### src/rtl/wb_arbiter_pkg.sv
// Shared constants for the writeback arbiter and its result FIFO.
package wb_arbiter_pkg;

  localparam int DATA_W   = 32;
  localparam int REG_AW   = 5;
  localparam int NUM_REGS = 32;
  // Register 0 reads as zero and is never written.
  localparam int ZERO_REG = 0;

endpackage

### src/rtl/wb_md_fifo.sv
// Synchronous FIFO for mult/div results waiting for a free write-port slot.
// Pushes are ignored while full, pops are ignored while empty; DEPTH must be
// a power of two so the pointers wrap naturally.
module wb_md_fifo #(
  parameter int W     = 37,
  parameter int DEPTH = 2,
  parameter int PW    = $clog2(DEPTH),
  parameter int CW    = $clog2(DEPTH + 1)
) (
  input  logic          clock,
  input  logic          rst,
  input  logic          push,
  input  logic [W-1:0]  din,
  input  logic          pop,
  output logic [W-1:0]  dout,
  output logic [CW-1:0] count,
  output logic          full,
  output logic          empty
);

  logic [W-1:0]  mem [DEPTH];
  logic [PW-1:0] wr_ptr;
  logic [PW-1:0] rd_ptr;
  logic          do_push;
  logic          do_pop;

  assign full    = (count == CW'(DEPTH));
  assign empty   = (count == '0);
  assign do_push = push & ~full;
  assign do_pop  = pop & ~empty;
  assign dout    = mem[rd_ptr];

  // Storage array: written on accepted push only, no reset needed.
  always_ff @(posedge clock) begin
    if (do_push) mem[wr_ptr] <= din;
  end

  // Pointers and occupancy; simultaneous push/pop moves both pointers.
  always_ff @(posedge clock or posedge rst) begin
    if (rst) begin
      wr_ptr <= '0;
      rd_ptr <= '0;
      count  <= '0;
    end else begin
      if (do_push) wr_ptr <= wr_ptr + PW'(1);
      if (do_pop)  rd_ptr <= rd_ptr + PW'(1);
      case ({do_push, do_pop})
        2'b10:   count <= count + CW'(1);
        2'b01:   count <= count - CW'(1);
        default: count <= count;
      endcase
    end
  end

endmodule

### src/rtl/wb_arbiter.sv
// Writeback arbiter: sole driver of the regfile write port. Pipeline results
// always win; mult/div results wait in a FIFO and drain on any cycle without
// a nonzero pipeline write. A busy scoreboard of pending mult/div
// destinations drives the decode stall.
//
// Handshake md_valid/md_ready: a result is accepted at a rising edge where
// both are high; while md_ready is low the mult/div unit holds md_* stable.
// md_ready depends only on the current FIFO count, so a same-cycle pop does
// not make room.
module wb_arbiter
  import wb_arbiter_pkg::*;
#(
  parameter int DATA_W   = wb_arbiter_pkg::DATA_W,
  parameter int REG_AW   = wb_arbiter_pkg::REG_AW,
  parameter int MD_DEPTH = 2
) (
  input  logic              clock,
  input  logic              ctrl_reset,
  input  logic              wb_valid,
  input  logic [REG_AW-1:0] wb_reg,
  input  logic [DATA_W-1:0] wb_data,
  input  logic              md_issue,
  input  logic [REG_AW-1:0] md_issue_reg,
  input  logic              md_valid,
  input  logic [REG_AW-1:0] md_reg,
  input  logic [DATA_W-1:0] md_data,
  output logic              md_ready,
  input  logic [REG_AW-1:0] id_rs_a,
  input  logic [REG_AW-1:0] id_rs_b,
  input  logic [REG_AW-1:0] id_rd,
  output logic              stall,
  output logic              ctrl_writeEnable,
  output logic [REG_AW-1:0] ctrl_writeReg,
  output logic [DATA_W-1:0] data_writeReg
);

  localparam int EW = REG_AW + DATA_W;
  localparam int CW = $clog2(MD_DEPTH + 1);
  localparam logic [REG_AW-1:0] R0 = REG_AW'(ZERO_REG);

  logic [EW-1:0]       head;
  logic [REG_AW-1:0]   head_reg;
  logic [DATA_W-1:0]   head_data;
  logic [CW-1:0]       count;
  logic                full;
  logic                empty;
  logic                pipe_sel;
  logic                fifo_pop;
  logic                push;
  logic                from_fifo;
  logic [NUM_REGS-1:0] busy;
  logic [NUM_REGS-1:0] busy_set;
  logic [NUM_REGS-1:0] busy_clr;
  logic [NUM_REGS-1:0] busy_next;

  assign md_ready  = (count < CW'(MD_DEPTH));
  assign push      = md_valid & md_ready;
  assign head_reg  = head[DATA_W +: REG_AW];
  assign head_data = head[DATA_W-1:0];
  assign pipe_sel  = wb_valid && (wb_reg != R0);
  assign fifo_pop  = !pipe_sel && !empty;

  wb_md_fifo #(
    .W     (EW),
    .DEPTH (MD_DEPTH)
  ) u_fifo (
    .clock (clock),
    .rst   (ctrl_reset),
    .push  (push),
    .din   ({md_reg, md_data}),
    .pop   (fifo_pop),
    .dout  (head),
    .count (count),
    .full  (full),
    .empty (empty)
  );

  // Registered write port: pipeline first, then FIFO head; address/data hold
  // when nothing (or a dropped r0 entry) is selected.
  always_ff @(posedge clock or posedge ctrl_reset) begin
    if (ctrl_reset) begin
      ctrl_writeEnable <= 1'b0;
      ctrl_writeReg    <= '0;
      data_writeReg    <= '0;
      from_fifo        <= 1'b0;
    end else if (pipe_sel) begin
      ctrl_writeEnable <= 1'b1;
      ctrl_writeReg    <= wb_reg;
      data_writeReg    <= wb_data;
      from_fifo        <= 1'b0;
    end else if (fifo_pop && (head_reg != R0)) begin
      ctrl_writeEnable <= 1'b1;
      ctrl_writeReg    <= head_reg;
      data_writeReg    <= head_data;
      from_fifo        <= 1'b1;
    end else begin
      ctrl_writeEnable <= 1'b0;
      from_fifo        <= 1'b0;
    end
  end

  // Scoreboard update: clear alongside the FIFO-sourced regfile write, set on
  // issue; set is applied last so it wins on the same register.
  always_comb begin
    busy_set  = '0;
    busy_clr  = '0;
    if (md_issue && (md_issue_reg != R0)) busy_set[md_issue_reg] = 1'b1;
    if (ctrl_writeEnable && from_fifo)    busy_clr[ctrl_writeReg] = 1'b1;
    busy_next = (busy & ~busy_clr) | busy_set;
    busy_next[ZERO_REG] = 1'b0;
  end

  // Busy vector register.
  always_ff @(posedge clock or posedge ctrl_reset) begin
    if (ctrl_reset) busy <= '0;
    else            busy <= busy_next;
  end

  assign stall = busy[id_rs_a] | busy[id_rs_b] | busy[id_rd];

endmodule

### config.mk
export PLATFORM = sky130hd
export DESIGN_NAME = wb_arbiter
export DESIGN_NICKNAME = d
export VERILOG_FILES = /design/src/rtl/wb_arbiter_pkg.sv /design/src/rtl/wb_md_fifo.sv /design/src/rtl/wb_arbiter.sv
export SDC_FILE = /design/constraint.sdc
export NUM_CORES = 1
export LEC_CHECK = 0
export ABC_AREA = 1
export CAP_MARGIN = 5
export CELL_PAD_IN_SITES_DETAIL_PLACEMENT = 1
export CELL_PAD_IN_SITES_GLOBAL_PLACEMENT = 2
export CORE_ASPECT_RATIO = 1.5
export CORE_MARGIN = 2
export CORE_UTILIZATION = 25
export DETAILED_ROUTE_END_ITERATION = 12
export MAX_ROUTING_LAYER = met4
export PLACE_DENSITY_LB_ADDON = 0.1
export SYNTH_ARGS = -nofsm -noshare
export SYNTH_HDL_FRONTEND = slang
export SYNTH_SLANG_ARGS = --single-unit
### constraint.sdc
create_clock -name clock -period 2.6 [get_ports clock]
set_input_delay 0.39 -clock clock [delete_from_list [all_inputs] [get_ports clock]]
set_output_delay 0.39 -clock clock [all_outputs]
set_load 0.005 [all_outputs]
---- Yosys cells after proc, flatten, opt, wreduce, memory -nomap -nowiden ----
Memories as Yosys holds them, arrays and structs flattened.
Index checks and enable logic that the tools add are counted.
storage, ports and cells
  memories ................................ 1
  word-level logic and storage cells ...... 71
  bits of input ports ..................... 99
  bits in writable memories ............... 74
  output and inout bits ................... 40
  bits in registers ....................... 74
cells by class
  equality and inequality tests ........... 3
  mux-type cells .......................... 22
  add/sub/neg operators ................... 4
  order comparisons ....................... 8
  reduce and logical (&&, ||, !) cells .... 15
  bitwise gates (word level) .............. 10
memories
  memory      words  bits a word  rd ports  clocked after Yosys merged registers in  write ports  RTL line          source
  u_fifo.mem  2      37           1         0                                        1            wb_md_fifo.sv:21  logic [W-1:0] mem [DEPTH];
operators with widths
  kind                 count
  $mux 32              4
  $and 32x32->32       1
  $not 32->32          1
  $or 32x32->32        1
  $lt 5x6->1 const B   5
  $bmux 1 s5           3
  $reduce_bool 5->1    3
  $demux 1 s5          2
  $ge 5x1->1 const B   2
  $mux 1               10
  $mux 5               2
  $logic_and 1x1->1    7
  $eq 2x2->1 const B   2
  $pmux 2 s2           1
  $reduce_bool 2->1    2
  $and 1x1->1          3
  $add 1x1->1 const B  2
  $add 2x1->2 const B  1
  $eq 2x1->1 const B   1
  $logic_not 1->1      2
  $logic_not 2->1      1
  $lt 2x2->1 const B   1
  $not 1->1            2
  $or 1x1->1           2
  $sub 2x1->2 const B  1

---- Depth between registers and ports, before layout ----
  depth after elaboration ................. 8
  depth in mapped cells ................... 11
  gate-level depth less buffers ........... 9

---- By module ----
From an unflattened synthesis, not the netlist that was laid out.
unflattened totals
  cell total of the unflattened synthesis .. 881
  area total of the unflattened synthesis .. 7,323.3 um2
modules (own cells, without submodules)
  module      area an instance (um2)  sequential area each (um2)  times used  cells each
  wb_arbiter  4,380.5                 1,751.7                     1           654
  wb_md_fifo  2,942.8                 2,322.2                     1           227

---- Least setup slack after synthesis ----
No wires, ideal clock.
  kind .................................... flip-flop to flip-flop
  start point ............................. reg u_fifo.count[1]
  end point ............................... mem u_fifo.mem[0][0] (enable)
  data required time ...................... 2.169 ns
  clock period less this slack ............ 2.586 ns
  data arrival time ....................... 2.155 ns
  path buffers ............................ 0
  cell stages (with the launch flop) ...... 4
  setup slack ............................. 0.014 ns
  path through ............................ dfrtp_1 > inv_1 > nand2_1 > nor2_1
on the way
  longest elaborated chain between the ends .. 5
  elaborated cells between the ends (all ways) .. 7
  classes of those cells .................. 1 x order compare; 1 x eq/ne; 2 x mux; 3 x bitwise
ends and longest elaborated chain
  what                          RTL line          source
  start, declared               wb_md_fifo.sv:16  output logic [CW-1:0] count,
  start signal, assigned        wb_md_fifo.sv:48  2'b10: count <= count + CW'(1);
  start signal, assigned        wb_md_fifo.sv:49  2'b01: count <= count - CW'(1);
  start signal, assigned        wb_md_fifo.sv:50  default: count <= count;
  $lt 2x2->1                    wb_arbiter.sv:56  assign md_ready = (count < CW'(MD_DEPTH));
  via md_ready                  wb_arbiter.sv:27  output logic md_ready,
  $and 1x1->1                   wb_arbiter.sv:57  assign push = md_valid & md_ready;
  $and 1x1->1                   wb_md_fifo.sv:29  assign do_push = push & ~full;
  $mux 1                        wb_md_fifo.sv:35  if (do_push) mem[wr_ptr] <= din;
  $mux 1 (not written as such)  wb_md_fifo.sv:35
  end, declared                 wb_md_fifo.sv:21
The timed path passes the listed nets, and every way through them passes these cells.

---- Worst setup path in the final report ----
  start point ............................. reg busy[2]
  end point ............................... out stall
on the way
  longest elaborated chain between the ends .. 4
  elaborated cells between the ends (all ways) .. 8
  classes of those cells .................. 6 x mux; 2 x bitwise
ends and longest elaborated chain
  what                          RTL line           source
  start, declared               wb_arbiter.sv:51   logic [NUM_REGS-1:0] busy;
  start signal, assigned        wb_arbiter.sv:116  else busy <= busy_next;
  $bmux 1 s5                    wb_arbiter.sv:119  assign stall = busy[id_rs_a] | busy[id_rs_b] | busy[id_rd];
  $mux 1 (not written as such)  wb_arbiter.sv:119
  $or 1x1->1                    wb_arbiter.sv:119
  $or 1x1->1 (*)                wb_arbiter.sv:119
  end, declared                 wb_arbiter.sv:31   output logic stall,
Mark *: on every way between the ends. The rest lies on a longest branch, timed or not. The select of a mux whose other input is x is not followed.

==> impl_metrics.ini <==
[route]
drc = 0
routed_wl_mm = 25.1
drtIter0Drc = 249
postRouteAntennaNets = 0
via_per_inst = 4.74
dr.pass1.iters = 5
vias = 6147
wl_per_cell_um = 19.4

[outcome]
status = complete, no violations

[finish]
final_cells = 1296
drive_gt1_share_pct = 10.7
area_growth_pct = 34.7
final_nets = 1036
final_common_cell = nand2_1
final_cell_mix = 254 x nand2_1, 133 x clkdlybuf4s50_1, 106 x nand3_1

[timing]
whs_ns = 0.335
min_period_ns = 2.15
skew_ns = 0.00636
tightest_slew_ns = 0.572
max_freq_mhz = 464
relSlewSlack_pct = 61.8
setup_viol = 0
period_share_pct = 82.8
rsz0062_at_grt = no
finalHoldViolCount = 0
final_max_slew_viol_count = 0

[global_routing]
grtUsageTotal_pct = 18.2
grt_max_degree = 85
grt_pass1_wl_mm = 39.5
overflow = 0
grt_pass1_vias = 6887
antenna_found_initial = 1

[worst_setup_path]
ff2ff_setup_slack_ns = 0.76
r2r_cells = 10
critPathKind = flip-flop to output pin
cp-startpoint = busy[2]
cp-start-kind = flip-flop
cp-end-kind = output pin
cp_data_required_time_ns = 2.21
crit_end = stall
cp.arrival_ns = 1.76
regToRegStartpoint = u_fifo.rd_ptr
crit_fanout = 3
timing.rr.end = ctrl_writeReg[0]

[placement]
dp_hpwl_mm = 18.3
placed_cells = 1262
routabilityCongestion = 0.824
port_buffers = 138

[synthesis]
ys_seq_area_share_pct = 57.1
syn_area_um2 = 7140
yosysTopAreaCell = edfxtp_1
synth_ff_type = edfxtp_1
ys_ff_latch = 148
avgSynthCellArea_um2 = 8.99
synthDominantCellAreaShare_pct = 31.1
synth_fp_nets = 894
ys_async_sr_fraction_pct = 50.0
yosysWarnings = 0
synth_edf_count = 74
synth.area.top_cells = edfxtp_1 31%, dfrtp_1 26%, nand2_1 13%
syn_inst = 794
synth.distinct_cells = 28

[floorplan]
core-area_um2 = 28100
io_pins = 139
placement_rows = 75
start_util_pct = 25.4
die_w_um = 142
die_h_um = 211
fp.dieArea_um2 = 29900

[power]
powerDensity_nw_per_um2 = 945
peakVddDrop_mv = 0.502
total_leakage_power_uw = 0.00400

[clock_tree]
clock-sinks = 148
htreeDepth = 4
clockRootBuffer = clkbuf_16
cts_hold_buf = 0
cts_tree = done
clkTransAtPathRegs_ns = 0.06
clock_latency_ns = 0.42
cts_buffer_depth = 2
cts_buffers = 17

[hold_path]
hold_path_class = input pin to asynchronous set/reset pin

[job]
maxCapViolations = 0
sequential cells by signal (all words and copies together) (netlist names):
signal / cells
u_fifo.wr_ptr: 1
ctrl_writeReg: 5
from_fifo: 1
u_fifo.rd_ptr: 1
u_fifo.mem: 74
ctrl_writeEnable: 1
data_writeReg: 32
busy: 31
u_fifo.count: 2
worst min-delay path by stage:
stage                      start                 to  slack [ns]  cells past startpoint
2_1_floorplan            busy[2]            busy[2]        0.47                      2
3_3_place_gp   data_writeReg[23]  data_writeReg[23]        0.49                      2
3_5_place_dp   data_writeReg[19]  data_writeReg[19]        0.50                      2
4_1_cts               ctrl_reset   data_writeReg[3]        0.34                      2
5_1_grt               ctrl_reset   data_writeReg[3]        0.39                      2
6_report              ctrl_reset   data_writeReg[3]        0.33                      2
final cells by class:
class | instances | area, um2
timing repair buffer | 161 | 1680
tap | 346 | 433
clock inverter | 13 | 116
fill | 3210 | 18400
multi-input combinational | 558 | 2680
antenna | 1 | 2.50
clock buffer | 19 | 433
sequential | 148 | 4080
inverter | 50 | 189
per-stage QoR:
step                      worst slack, ns  total power (uW)  cell area [um2]  setup TNS [ns]  utilization, %
final                               0.446              9090             9610               0            34.3
after global routing                0.308              9730             9610               0            34.3
after CTS                         0.00281              9290             9590               0            34.2
after detailed placement           -0.156              6910             9030          -0.156            32.2
after global placement             -0.127              6810             9030          -0.127            32.2
after floorplan                    0.0136              5240             7140               0               -
routing by layer:
layer	wire, um	vias to the layer above	track usage, %	part of all wire [%]
met1	8920	3003	17.4	35
met5	0	-	-	0
met2	14200	128	34.6	57
met4	892	0	7.90	3.5
li1	-	2967	-	-
met3	1100	49	4.13	4.4
cells by family after synthesis:
kind of cell / synth area share (%)
AO/OA/AOI/OAI: 7.96
XOR/XNOR: 0.491
adder cells (fa/ha/maj): 0.175
buffers and inverters: 5.75
flip-flops: 57.1
multiplexers: 0.140
AND/OR/NAND/NOR: 28.4
Yosys cell counts (13+ instances only):
cell / n
a31oi_1: 33
nand2_1: 256
nand3_1: 106
buf_2: 13
nor2_1: 47
nand3_2: 30
inv_1: 48
edfxtp_1: 74
dfrtp_1: 74
clkbuf_1: 18
o21ai_0: 66
worst max-delay path, stage by stage (launching register included):
cell and delay [ns]:
dfrtp_1 0.37, inv_1 0.21, nand2_1 0.08, nand3_1 0.07, nand3_1 0.06, nand3_1 0.08
nand3b_1 0.11, nand2_2 0.12, nand3_1 0.08, dlymetal6s2s_1 0.16
power by group:
group | switching (uW) | total, uW | leakage, uW | internal (uW)
combinational | 1650 | 2870 | 0.00225 | 1220
clock | 929 | 2320 | 0.000260 | 1390
sequential | 716 | 3900 | 0.00150 | 3190
repair_timing:
item	CTS	global route
setup endpoints to repair	1	1
hold endpoints to repair	0	0
resized for setup	10	12
cloned	1	0
buffers inserted	0	0
Power figures use the tool's default switching activity.
